$ cat src/rtl/calc_pkg.sv
// Shared definitions for the calculator responder: op encodings, FSM states
// and the default operand width.
package calc_pkg;

    localparam int CALC_WIDTH = 8;

    typedef enum logic [1:0] {
        OP_ADD = 2'b00,
        OP_SUB = 2'b01,
        OP_MUL = 2'b10,
        OP_DIV = 2'b11
    } op_e;

    typedef enum logic [1:0] {
        IDLE = 2'b00,
        EXEC = 2'b01,
        DONE = 2'b10
    } state_e;

endpackage

$ cat src/rtl/calc_iter_unit.sv
// Shared iterative datapath: shift-add multiply and restoring divide, one bit
// per cycle, WIDTH iterations. start_i loads operands; done_o is high during
// the cycle whose clock edge performs the last iteration, and the result
// outputs show the values that edge will store.
module calc_iter_unit
    import calc_pkg::*;
#(
    parameter int WIDTH = CALC_WIDTH
) (
    input  logic               clk,
    input  logic               rst_n,
    input  logic               start_i,
    input  logic               is_div_i,
    input  logic [WIDTH-1:0]   a_i,
    input  logic [WIDTH-1:0]   b_i,
    output logic               done_o,
    output logic [2*WIDTH-1:0] product_o,
    output logic [WIDTH-1:0]   quotient_o,
    output logic [WIDTH-1:0]   remainder_o
);

    localparam int CNT_W = (WIDTH > 1) ? $clog2(WIDTH) : 1;
    localparam logic [CNT_W-1:0] LAST = CNT_W'(WIDTH - 1);

    // mul: a_q = multiplicand (shifts left), b_q = multiplier (shifts right), acc_q = product
    // div: a_q[WIDTH-1:0] = dividend shifting out / quotient shifting in, b_q = divisor,
    //      acc_q[WIDTH-1:0] = partial remainder
    logic               busy_q, busy_d;
    logic               is_div_q, is_div_d;
    logic [CNT_W-1:0]   cnt_q, cnt_d;
    logic [2*WIDTH-1:0] a_q, a_d;
    logic [WIDTH-1:0]   b_q, b_d;
    logic [2*WIDTH-1:0] acc_q, acc_d;

    logic [WIDTH:0]     rem_shift;
    logic [WIDTH:0]     rem_trial;
    logic               q_bit;

    // Next-state logic: load on start, otherwise one multiply or divide step while busy
    always_comb begin
        // NOTE: every signal gets a default first so no path leaves it unassigned (no latch).
        busy_d    = busy_q;
        is_div_d  = is_div_q;
        cnt_d     = cnt_q;
        a_d       = a_q;
        b_d       = b_q;
        acc_d     = acc_q;
        rem_shift = {acc_q[WIDTH-1:0], a_q[WIDTH-1]};
        rem_trial = rem_shift - {1'b0, b_q};
        q_bit     = (rem_shift >= {1'b0, b_q});

        if (start_i) begin
            busy_d   = 1'b1;
            is_div_d = is_div_i;
            cnt_d    = '0;
            a_d      = {{WIDTH{1'b0}}, a_i};
            b_d      = b_i;
            acc_d    = '0;
        end else if (busy_q) begin
            cnt_d = cnt_q + 1'b1;
            if (cnt_q == LAST) begin
                busy_d = 1'b0;
            end
            if (is_div_q) begin
                // Restoring step: keep the trial subtraction only when it does not go negative
                a_d   = {a_q[2*WIDTH-2:0], q_bit};
                acc_d = {{WIDTH{1'b0}}, (q_bit ? rem_trial[WIDTH-1:0] : rem_shift[WIDTH-1:0])};
            end else begin
                acc_d = acc_q + (b_q[0] ? a_q : '0);
                a_d   = {a_q[2*WIDTH-2:0], 1'b0};
                b_d   = {1'b0, b_q[WIDTH-1:1]};
            end
        end
    end

    // State registers for the iteration datapath
    always_ff @(posedge clk or negedge rst_n) begin
        if (!rst_n) begin
            busy_q   <= 1'b0;
            is_div_q <= 1'b0;
            cnt_q    <= '0;
            a_q      <= '0;
            b_q      <= '0;
            acc_q    <= '0;
        end else begin
            // NOTE: sequential state uses non-blocking assignments so all registers update together.
            busy_q   <= busy_d;
            is_div_q <= is_div_d;
            cnt_q    <= cnt_d;
            a_q      <= a_d;
            b_q      <= b_d;
            acc_q    <= acc_d;
        end
    end

    assign done_o      = busy_q && (cnt_q == LAST);
    assign product_o   = acc_d;
    assign quotient_o  = a_d[WIDTH-1:0];
    assign remainder_o = acc_d[WIDTH-1:0];

endmodule

$ cat src/rtl/calc_seq_responder.sv
// Handshaked calculator engine (responder side). Add/sub and divide-by-zero
// answer one cycle after accept; multiply/divide iterate WIDTH cycles in
// calc_iter_unit. FSM IDLE -> EXEC -> DONE -> IDLE with registered outputs.
// Optional feature: define CALC_ERR_STICKY_EN to add the err_sticky output,
// set on any divide by zero and cleared only by reset.
module calc_seq_responder
    import calc_pkg::*;
#(
    parameter int WIDTH = CALC_WIDTH
) (
    input  logic               clk,
    input  logic               rst_n,
    input  logic               req_valid,
    output logic               req_ready,
    input  logic [WIDTH-1:0]   req_a,
    input  logic [WIDTH-1:0]   req_b,
    input  logic [1:0]         req_op,
    output logic               rsp_valid,
    input  logic               rsp_ready,
    output logic [2*WIDTH-1:0] rsp_result,
    output logic [WIDTH-1:0]   rsp_remainder,
`ifdef CALC_ERR_STICKY_EN
    output logic               err_sticky,
`endif
    output logic               rsp_error
);

    state_e             state_q;
    op_e                op_q;
    logic               req_ready_q;
    logic               rsp_valid_q;
    logic [2*WIDTH-1:0] result_q;
    logic [WIDTH-1:0]   remainder_q;
    logic               error_q;

    op_e                req_op_e;
    logic               accept;
    logic               b_zero;
    logic               iter_start;
    logic [2*WIDTH-1:0] a_ext;
    logic [2*WIDTH-1:0] b_ext;

    logic               iter_done;
    logic [2*WIDTH-1:0] iter_product;
    logic [WIDTH-1:0]   iter_quotient;
    logic [WIDTH-1:0]   iter_remainder;

    assign req_op_e   = op_e'(req_op);
    assign accept     = req_valid && req_ready_q;
    assign b_zero     = (req_b == '0);
    assign iter_start = accept && ((req_op_e == OP_MUL) || ((req_op_e == OP_DIV) && !b_zero));
    assign a_ext      = {{WIDTH{1'b0}}, req_a};
    assign b_ext      = {{WIDTH{1'b0}}, req_b};

    calc_iter_unit #(
        .WIDTH (WIDTH)
    ) u_iter (
        .clk         (clk),
        .rst_n       (rst_n),
        .start_i     (iter_start),
        .is_div_i    (req_op_e == OP_DIV),
        .a_i         (req_a),
        .b_i         (req_b),
        .done_o      (iter_done),
        .product_o   (iter_product),
        .quotient_o  (iter_quotient),
        .remainder_o (iter_remainder)
    );

    // Handshake FSM with registered response outputs
    always_ff @(posedge clk or negedge rst_n) begin
        if (!rst_n) begin
            state_q     <= IDLE;
            op_q        <= OP_ADD;
            req_ready_q <= 1'b1;
            rsp_valid_q <= 1'b0;
            result_q    <= '0;
            remainder_q <= '0;
            error_q     <= 1'b0;
        end else begin
            case (state_q)
                IDLE: begin
                    if (accept) begin
                        op_q        <= req_op_e;
                        req_ready_q <= 1'b0;
                        remainder_q <= '0;
                        error_q     <= 1'b0;
                        case (req_op_e)
                            OP_ADD: begin
                                result_q    <= a_ext + b_ext;
                                rsp_valid_q <= 1'b1;
                                state_q     <= DONE;
                            end
                            OP_SUB: begin
                                result_q    <= a_ext - b_ext;
                                rsp_valid_q <= 1'b1;
                                state_q     <= DONE;
                            end
                            OP_MUL: begin
                                state_q <= EXEC;
                            end
                            OP_DIV: begin
                                if (b_zero) begin
                                    result_q    <= '0;
                                    error_q     <= 1'b1;
                                    rsp_valid_q <= 1'b1;
                                    state_q     <= DONE;
                                end else begin
                                    state_q <= EXEC;
                                end
                            end
                        endcase
                    end
                end
                EXEC: begin
                    if (iter_done) begin
                        if (op_q == OP_DIV) begin
                            result_q    <= {{WIDTH{1'b0}}, iter_quotient};
                            remainder_q <= iter_remainder;
                        end else begin
                            result_q    <= iter_product;
                            remainder_q <= '0;
                        end
                        rsp_valid_q <= 1'b1;
                        state_q     <= DONE;
                    end
                end
                DONE: begin
                    // Response held until consumed; req_ready returns one cycle later
                    if (rsp_ready) begin
                        rsp_valid_q <= 1'b0;
                        req_ready_q <= 1'b1;
                        state_q     <= IDLE;
                    end
                end
                default: begin
                    state_q     <= IDLE;
                    req_ready_q <= 1'b1;
                    rsp_valid_q <= 1'b0;
                end
            endcase
        end
    end

`ifdef CALC_ERR_STICKY_EN
    logic err_sticky_q;

    // Sticky divide-by-zero flag, independent of the handshake
    always_ff @(posedge clk or negedge rst_n) begin
        if (!rst_n) begin
            err_sticky_q <= 1'b0;
        end else if (accept && (req_op_e == OP_DIV) && b_zero) begin
            err_sticky_q <= 1'b1;
        end
    end

    assign err_sticky = err_sticky_q;
`endif

    assign req_ready     = req_ready_q;
    assign rsp_valid     = rsp_valid_q;
    assign rsp_result    = result_q;
    assign rsp_remainder = remainder_q;
    assign rsp_error     = error_q;

endmodule
$ cat config.mk
export PLATFORM = sky130hd
export DESIGN_NAME = calc_seq_responder
export DESIGN_NICKNAME = d
export VERILOG_FILES = /design/src/rtl/calc_pkg.sv /design/src/rtl/calc_iter_unit.sv /design/src/rtl/calc_seq_responder.sv
export SDC_FILE = /design/constraint.sdc
export NUM_CORES = 1
export LEC_CHECK = 0
export CORE_ASPECT_RATIO = 1.1
export CORE_UTILIZATION = 35
export CTS_CLUSTER_DIAMETER = 150
export DETAILED_ROUTE_END_ITERATION = 7
export SETUP_SLACK_MARGIN = 0.02
export SYNTH_ARGS = -nofsm -noshare
export SYNTH_HDL_FRONTEND = slang
export SYNTH_HIERARCHICAL = 1
export SYNTH_SLANG_ARGS = --single-unit
$ cat constraint.sdc
create_clock -name clk -period 6 [get_ports clk]
set_input_delay 1.5 -clock clk [delete_from_list [all_inputs] [get_ports clk]]
set_output_delay 1.5 -clock clk [all_outputs]
set_load 0.01 [all_outputs]
# == Word level (Yosys, flattened, before mapping) ==
# Index checks and enable logic that the tools add are counted.
# Widths: inputs -> output; s select.
# op_classes
n_addsub,5
magnitude_cmp,1
n_eq_ne,14
n_mux,43
n_bitwise,1
n_reduce_logical,19
# ops
cell,n
$mux 16,10
$mux 8,7
$pmux 16 s3,1
$pmux 16 s2,1
$add 16x16->16,1
$pmux 8 s2,1
$mux 1,12
$pmux 2 s3,2
$reduce_and 5->1,2
$add 8x8->9,1
$ge 9x8->1,1
$reduce_and 3->1,3
$sub 8x8->9,1
$eq 2x2->1 const B,4
$logic_not 8->1,1
$mux 2,4
$ne 2x2->1 const B,4
$sub 8x8->8,1
$mux 3,2
$pmux 1 s3,2
$eq 2x1->1 const B,2
$logic_and 1x1->1,4
$logic_not 2->1,2
$ne 4x1->1 const B,1
11 further kinds,13
# totals
reg_bits,76
in_bits,22
output_inout_bits,27
elab_cells,97

# == Depth between registers and ports, before layout ==
# Gate-level depths: netlist (run 1).
# logic_depth
depth_word,9
ltp_mapped,15
ltp_nobuf,15

# == Hierarchy ==
# Netlist (run 1), hierarchy kept.
# by_module_without_submodules
module,instances,cells_per_inst,area_each_um2,seq_area_each_um2
calc_iter_unit,1,373,3273.1,1126.1
calc_seq_responder,1,263,2284.7,777.0

# == Worst setup path after synthesis (run 1) ==
# No wires, ideal clock.
# synth_timing
path_type,input-to-reg
start,input req_b[7]
end,register result_q[5] (netlist: rsp_result[5])
setup_time_ns,0.064
arrival_ns,3.476
required_time_ns,5.936
path_slack_ns,2.460
stages,10
n_path_buf,2
cell_sequence,nor4_2 -> nand3_1 -> and4_1 -> clkbuf_1 -> clkbuf_1 -> a211oi_1 -> mux2i_1 -> a211oi_1 -> a32oi_1 -> a21bo_1
# synth_between
elab_chain_cells,9
elab_cells_between_ends,12
cone_classes,eq/ne: 1; mux: 5; reduce/logical: 6
# synth_rtl
item,line,source
start: declaration,calc_seq_responder.sv:16,"input logic [WIDTH-1:0] req_b,"
$logic_not 8->1,calc_seq_responder.sv:50,assign b_zero = (req_b == '0);
$logic_not 1->1,calc_seq_responder.sv:51,assign iter_start = accept && ((req_op_e == OP_MUL) || ((req_op_e == OP_DIV) && !b_zero));
$logic_and 1x1->1,calc_seq_responder.sv:51,
$logic_or 1x1->1,calc_seq_responder.sv:51,
$logic_and 1x1->1,calc_seq_responder.sv:51,
named net iter_start,calc_seq_responder.sv:39,logic iter_start;
$mux 16,calc_iter_unit.sv:52,if (start_i) begin
named net iter_product[5],calc_seq_responder.sv:44,logic [2*WIDTH-1:0] iter_product;
$mux 16,calc_seq_responder.sv:117,if (op_q == OP_DIV) begin
$mux 16,calc_seq_responder.sv:116,if (iter_done) begin
$pmux 16 s2,calc_seq_responder.sv:81,case (state_q)
end signal: assignment,calc_seq_responder.sv:90,result_q <= a_ext + b_ext;
end signal: assignment,calc_seq_responder.sv:118,"result_q <= {{WIDTH{1'b0}}, iter_quotient};"
end signal: assignment,calc_seq_responder.sv:121,result_q <= iter_product;
end: declaration,calc_seq_responder.sv:32,logic [2*WIDTH-1:0] result_q;
# The timed path passes the listed nets, and every way through them passes these cells. The select of a mux whose other input is x is not followed.
# A chain may end at the register's enable or synchronous reset.

# == Final worst setup path (run 1) ==
# layout_timing
start,input req_op[0]
end,register result_q[5] (netlist: rsp_result[5])
# layout_between
elab_chain_cells,8
elab_cells_between_ends,17
cone_classes,eq/ne: 5; mux: 7; reduce/logical: 5
# layout_rtl
item,line,source
start: declaration,calc_seq_responder.sv:17,"input logic [1:0] req_op,"
$eq 2x2->1,calc_seq_responder.sv:51,
$logic_and 1x1->1,calc_seq_responder.sv:51,
$logic_or 1x1->1 (*),calc_seq_responder.sv:51,
$logic_and 1x1->1 (*),calc_seq_responder.sv:51,
named net iter_start,calc_seq_responder.sv:39,
$mux 16 (*),calc_iter_unit.sv:52,
named net iter_product[5],calc_seq_responder.sv:44,
$mux 16 (*),calc_seq_responder.sv:117,
$mux 16 (*),calc_seq_responder.sv:116,
$pmux 16 s2 (*),calc_seq_responder.sv:81,
# The timed path passes the listed nets; every way through them passes the cells marked *. The select of a mux whose other input is x is not followed.

==> results of run 1 <==
## power by group
group / total [mW] / internal (mW) / switching, mW
sequential: 0.904 / 0.721 / 0.183
combinational: 1.57 / 0.715 / 0.859
clock: 0.557 / 0.335 / 0.222
## state kept, by name, indices dropped and copies added, names as in the netlist, 2 cells and up
name and cells:
rsp_result 16, u_iter/a_q 16, u_iter/acc_q 16, rsp_remainder 8, u_iter/b_q 8, u_iter/cnt_q 3
op_q 2, state_q 2
## cell families after synthesis
| family | Yosys count | share of synthesized area, % |
|---|---|---|
| compound gates | 180 | 21.30 |
| xor+xnor | 17 | 2.679 |
| fa+ha+maj | 47 | 11.12 |
| buf+inv | 75 | 6.393 |
| flops | 76 | 34.24 |
| mux | 34 | 6.348 |
| simple gates | 207 | 17.92 |
## worst max-delay path, cell delays in order
cell	delay, ns
clkdlybuf4s50_1	0.71
nor2b_1	0.22
nand3_1	0.14
and4_1	0.51
a211oi_1	0.60
mux2i_1	0.18
a211oi_1	0.43
a32oi_1	0.16
a21bo_1	0.20
## routing by layer
metal | up-vias | global-route usage, %
met1 | 2289 | 25.61
met2 | 109 | 33.43
met4 | 0 | 9.485
met3 | 37 | 2.423
met5 | - | 0
li1 | 2284 | -
## synthesized netlist by cell type (3+ instances only)
cell type and n:
and2_1 16, o211ai_1 5, nand2_1 70, a21oi_1 39, nand3_1 9, o21bai_1 4, nor2b_1 11, ha_1 43
dfrtp_1 75, inv_1 34, buf_4 16, a31oi_1 18, a22o_1 9, nand3b_1 4, o21a_1 5, or3_1 3
a211oi_1 7, xor2_1 10, clkbuf_1 18, a21boi_0 5, nor2_1 53, o31ai_1 6, mux2i_1 27, nand2b_1 10
xnor2_1 7, mux2_2 6, o21ai_0 41, fa_1 4, a21o_1 12, and3_1 8, buf_2 5, nor3_1 8
## how the worst max path moves through the flow
stage,endpoint,slack [ns],cells past startpoint
finish,rsp_result[5]$_DFFE_PN0P_,1.62,9
global route,rsp_result[4]$_DFFE_PN0P_,1.41,10
CTS,rsp_result[4]$_DFFE_PN0P_,1.62,10
detailed placement,rsp_result[4]$_DFFE_PN0P_,1.27,10
global placement,rsp_result[1]$_DFFE_PN0P_,1.34,9
floorplan,rsp_result[5]$_DFFE_PN0P_,2.46,10
## area by class of cell
type / count / area (µm²)
Timing Repair Buffer: 51 / 500.5
Inverter: 34 / 127.6
Tap cell: 196 / 245.2
Multi-Input combinational cell: 485 / 3299
Clock inverter: 5 / 60.06
Clock buffer: 11 / 242.7
Sequential cell: 76 / 1903
Fill cell: 1511 / 8911
## per-stage QoR
stage	worst slack [ns]	hold slack (ns)	util, %	total power [mW]	cells
4_1_cts	1.619	0.4886	41.72	3.050	858
3_3_place_gp	1.344	0.4697	39.74	2.452	842
6_report	1.619	0.4844	41.72	3.034	858
5_1_grt	1.408	0.5257	41.72	3.286	858
3_5_place_dp	1.271	0.4637	39.74	2.478	842
2_1_floorplan	2.460	0.4763	-	2.064	636
==> results_dict.tcl, run 1 <==
set metrics [dict create \
    outcome "finished, final reports clean" \
    yosysUniqueCellTypes 72 \
    rr_startpoint "u_iter/b_q[0]$_DFFE_PN0P_" \
    reg2reg_to "rsp_result[5]$_DFFE_PN0P_" \
    max_freq_mhz 228.3 \
    cts_tree "built" \
    die_w_um 122.2 \
    antenna_left 0 \
    worst-r2r-cell-count 13 \
    grt_pass1_vias 4732 \
    ys_seq_elements 76 \
    cts_setup_buffers 0 \
    num_io_pins 49 \
    wl_met3_um 568 \
    rsz0062_at_grt "false" \
    synth_top_area_share_pct 33.77 \
    path_class "in -> reg" \
    grt_pass1_wl_um 25230 \
    wl_per_cell_um 18.01 \
    routabilityCongestion 0.8901 \
    synth_nets 705 \
    drt_iter0_markers 247 \
    worstPathArrival_ns 4.66 \
    yosysTopAreaCell "dfrtp_1" \
    drc_errors 0 \
    vias_per_cell 5.500 \
    r2r_slack_ns 2.14 \
    wl_um 15450 \
    finalHoldViolations 0 \
    required_ns 6.28 \
    min_from "rsp_valid$_DFFE_PN0P_" \
    finalCritPeriodShare_pct 73.02 \
    port_buffers 48 \
    synth_area_um2 5558 \
    synthTopCellsByArea "dfrtp_1 34%, ha_1 9.7%, mux2i_1 4.9%, nand2_1 4.7%, o21ai_0 3.7%" \
    ys.flop_type "dfrtp_1" \
    clock_skew_ns 0.006322 \
    vdd_drop_max_mv 0.1713 \
    end_kind "flop" \
    die_h_um 134.2 \
    rows 47 \
    layout_common_cells "75 x dfrtp_1, 70 x nand2_1, 53 x nor2_1, 47 x clkdlybuf4s50_1, 43 x ha_1" \
    cts_root_buf "clkbuf_16" \
    crit_start "req_op[0]" \
    synth_seq_area_share_pct 34.24 \
    clk_pin_slew_ns 0.06 \
    worstMarginPinSlew_ns 0.9838 \
    fin_tns_setup_ns 0 \
    worstSkewPairLatency_ns 0.34 \
    synth.avg_cell_area_um2 8.739 \
    met1_length_um 6796 \
    antenna_cells 0 \
    cts_sinks 76 \
    first_pass_iters 4 \
    design_area_um2 6379 \
    cap_violations 0 \
    numCtsBuffers 9 \
    path_max_fanout 23 \
    wl_met2_um 7517 \
    nets 726 \
    start_kind "primary input" \
    track_usage_pct 20.04 \
    slew_violations 0 \
    place_area_um2 6076 \
    hold_end "rsp_valid$_DFFE_PN0P_" \
    min_period_ns 4.381 \
    power_density_nw_per_um2 475.7 \
    setup_violations 0 \
    syn2layout_area_growth_pct 14.77 \
    final_common_cell "dfrtp_1" \
    fp.coreArea_um2 15290 \
    yosysWarnings 6 \
    htreeDepth 3 \
    grt_max_degree 77 \
    die_area_um2 16390 \
    highest-signal-layer "met4" \
    hpwlAfterDp_um 11810 \
    leakagePower_nw 2.805 \
    hold_class "reg -> reg" \
    antenna_found_initial 0 \
    async_flop_share_pct 100.0 \
    ctsResizeCount 0 \
    synth_cells 636 \
    slew_headroom_pct 34.41 \
    num_vias 4719 \
    initial_core_util_pct 36.35 \
    clockBufferDepth 2 \
    min_path_cells 2 \
    drive_gt1_share_pct 4.985 \
    synth_enable_flop_cells 0 \
    hold_buffers 0 \
    gr-total-overflow 0 \
]
Power figures use the tool's default switching activity.
==> run 2, diff against run 1 <==
- clock period: 6 -> 4 ns (I/O delays scaled with it)
==> results_dict.tcl, run 2 (same netlist as run 1, synthesis figures left out) <==
set metrics [dict create \
    outcome "finished, final reports clean" \
    fin_tns_setup_ns 0 \
    place_area_um2 6173 \
    met1_length_um 6787 \
    path_class "reg -> reg" \
    min_period_ns 3.565 \
    highest-signal-layer "met4" \
    nets 739 \
    timing.hold.ws_ns 0.4864 \
    gr-total-overflow 0 \
    wl_um 15560 \
    grt_pass1_vias 4944 \
    wl_per_cell_um 17.86 \
    slew_violations 0 \
    cap_violations 0 \
    fin_util_pct 42.36 \
    drt_iter0_markers 251 \
    die_w_um 122.2 \
    htreeDepth 3 \
    finalCritPeriodShare_pct 89.13 \
    grt_pass1_wl_um 25540 \
    num_vias 4777 \
    cts_sinks 76 \
    leakagePower_nw 2.868 \
    wl_met3_um 451 \
    finalHoldViolations 0 \
    cts_setup_buffers 0 \
    max_freq_mhz 280.5 \
    setup_violations 0 \
    worstPathArrival_ns 3.83 \
    worstMarginPinSlew_ns 1.002 \
    wl_met2_um 7732 \
    drc_errors 0 \
    numCtsBuffers 9 \
    grt_max_degree 77 \
    syn2layout_area_growth_pct 16.52 \
    track_usage_pct 20.12 \
    cts_tree "built" \
    r2r_slack_ns 0.43 \
    required_ns 4.26 \
    rows 47 \
    hold_buffers 0 \
    initial_core_util_pct 36.35 \
    rr_startpoint "u_iter/b_q[0]$_DFFE_PN0P_" \
    fp.coreArea_um2 15290 \
    vias_per_cell 5.485 \
    slew_headroom_pct 33.22 \
    hold_class "reg -> reg" \
    rsz0062_at_grt "false" \
    power_density_nw_per_um2 713.6 \
    clk_pin_slew_ns 0.06 \
    die_area_um2 16390 \
    layout_common_cells "75 x dfrtp_1, 70 x nand2_1, 53 x nor2_1, 47 x clkdlybuf4s50_1, 43 x ha_1" \
    antenna_left 0 \
    antenna_found_initial 0 \
    die_h_um 134.2 \
    crit_start "u_iter/b_q[0]$_DFFE_PN0P_" \
    ctsResizeCount 0 \
    antenna_cells 0 \
    start_kind "flop" \
    end_kind "flop" \
    final_common_cell "dfrtp_1" \
    worstSkewPairLatency_ns 0.34 \
    clock_skew_ns 0.007166 \
    first_pass_iters 5 \
    path_max_fanout 18 \
    routabilityCongestion 0.9008 \
    port_buffers 48 \
    min_from "rsp_valid$_DFFE_PN0P_" \
    vdd_drop_max_mv 0.2679 \
    design_area_um2 6476 \
    num_io_pins 49 \
    cts_root_buf "clkbuf_16" \
    hpwlAfterDp_um 11840 \
    clockBufferDepth 2 \
    drive_gt1_share_pct 6.815 \
]
## run 2: cell count changes in the layout (fill, tap and decap cells not counted)
cell	before	now
buf_4	4	17
clkinv_4	1	0
inv_6	1	2
## run 2: metrics by stage
stage / setup slack (ns) / std cells / power [mW]
6_report: 0.4346 / 871 / 4.622
5_1_grt: 0.1155 / 871 / 4.977
4_1_cts: 0.4373 / 871 / 4.630
3_5_place_dp: 0.2026 / 855 / 3.752
3_3_place_gp: 0.3455 / 855 / 3.703
2_1_floorplan: 0.9600 / 636 / 3.096
## run 2: final timing paths
kind / end / cells past startpoint
min in group asynchronous: u_iter/cnt_q[1]$_DFFE_PN0P_ / 1
worst min register to register: rsp_valid$_DFFE_PN0P_ / 2
worst max-delay path: rsp_result[6]$_DFFE_PN0P_ / 14
max in group asynchronous: u_iter/acc_q[6]$_DFF_PN0_ / 1
worst min-delay path: rsp_valid$_DFFE_PN0P_ / 2
worst max register to register: rsp_result[6]$_DFFE_PN0P_ / 14
## run 2: area by class of cell
type / instances / area [µm²]
repair buffers: 64 / 598.1
well taps: 196 / 245.2
flip-flops and latches: 76 / 1903
clock buffers: 11 / 242.7
multi-input cells: 485 / 3299
inverters: 34 / 127.6
fillers: 1542 / 8813
clock inverters: 5 / 60.06
## run 2: per-layer routing
| metal | track usage [%] | vias to the layer above |
|---|---|---|
| met2 | 34.68 | 115 |
| met4 | 9.824 | 0 |
| met5 | 0 | - |
| li1 | - | 2311 |
| met1 | 24.97 | 2319 |
| met3 | 1.913 | 32 |
## run 2: where the power goes
group / internal, mW / switching (mW) / total [mW] / leakage (nW)
clock network: 0.504 / 0.344 / 0.849 / 0.147
registers: 1.08 / 0.287 / 1.37 / 0.941
logic: 1.11 / 1.30 / 2.40 / 1.78
total: 2.69 / 1.93 / 4.62 / 2.87
## run 2: worst max-delay path, cell delays in order (launching register included)
cell	delay, ns
dfrtp_1	0.70
ha_1	0.30
inv_1	0.07
fa_1	0.40
a21o_1	0.18
a21oi_1	0.22
nor2b_1	0.08
o31ai_1	0.28
xnor2_1	0.17
mux2i_1	0.11
a31oi_1	0.39
nand2_1	0.09
a21oi_1	0.20
a41oi_1	0.08
a31oi_1	0.20
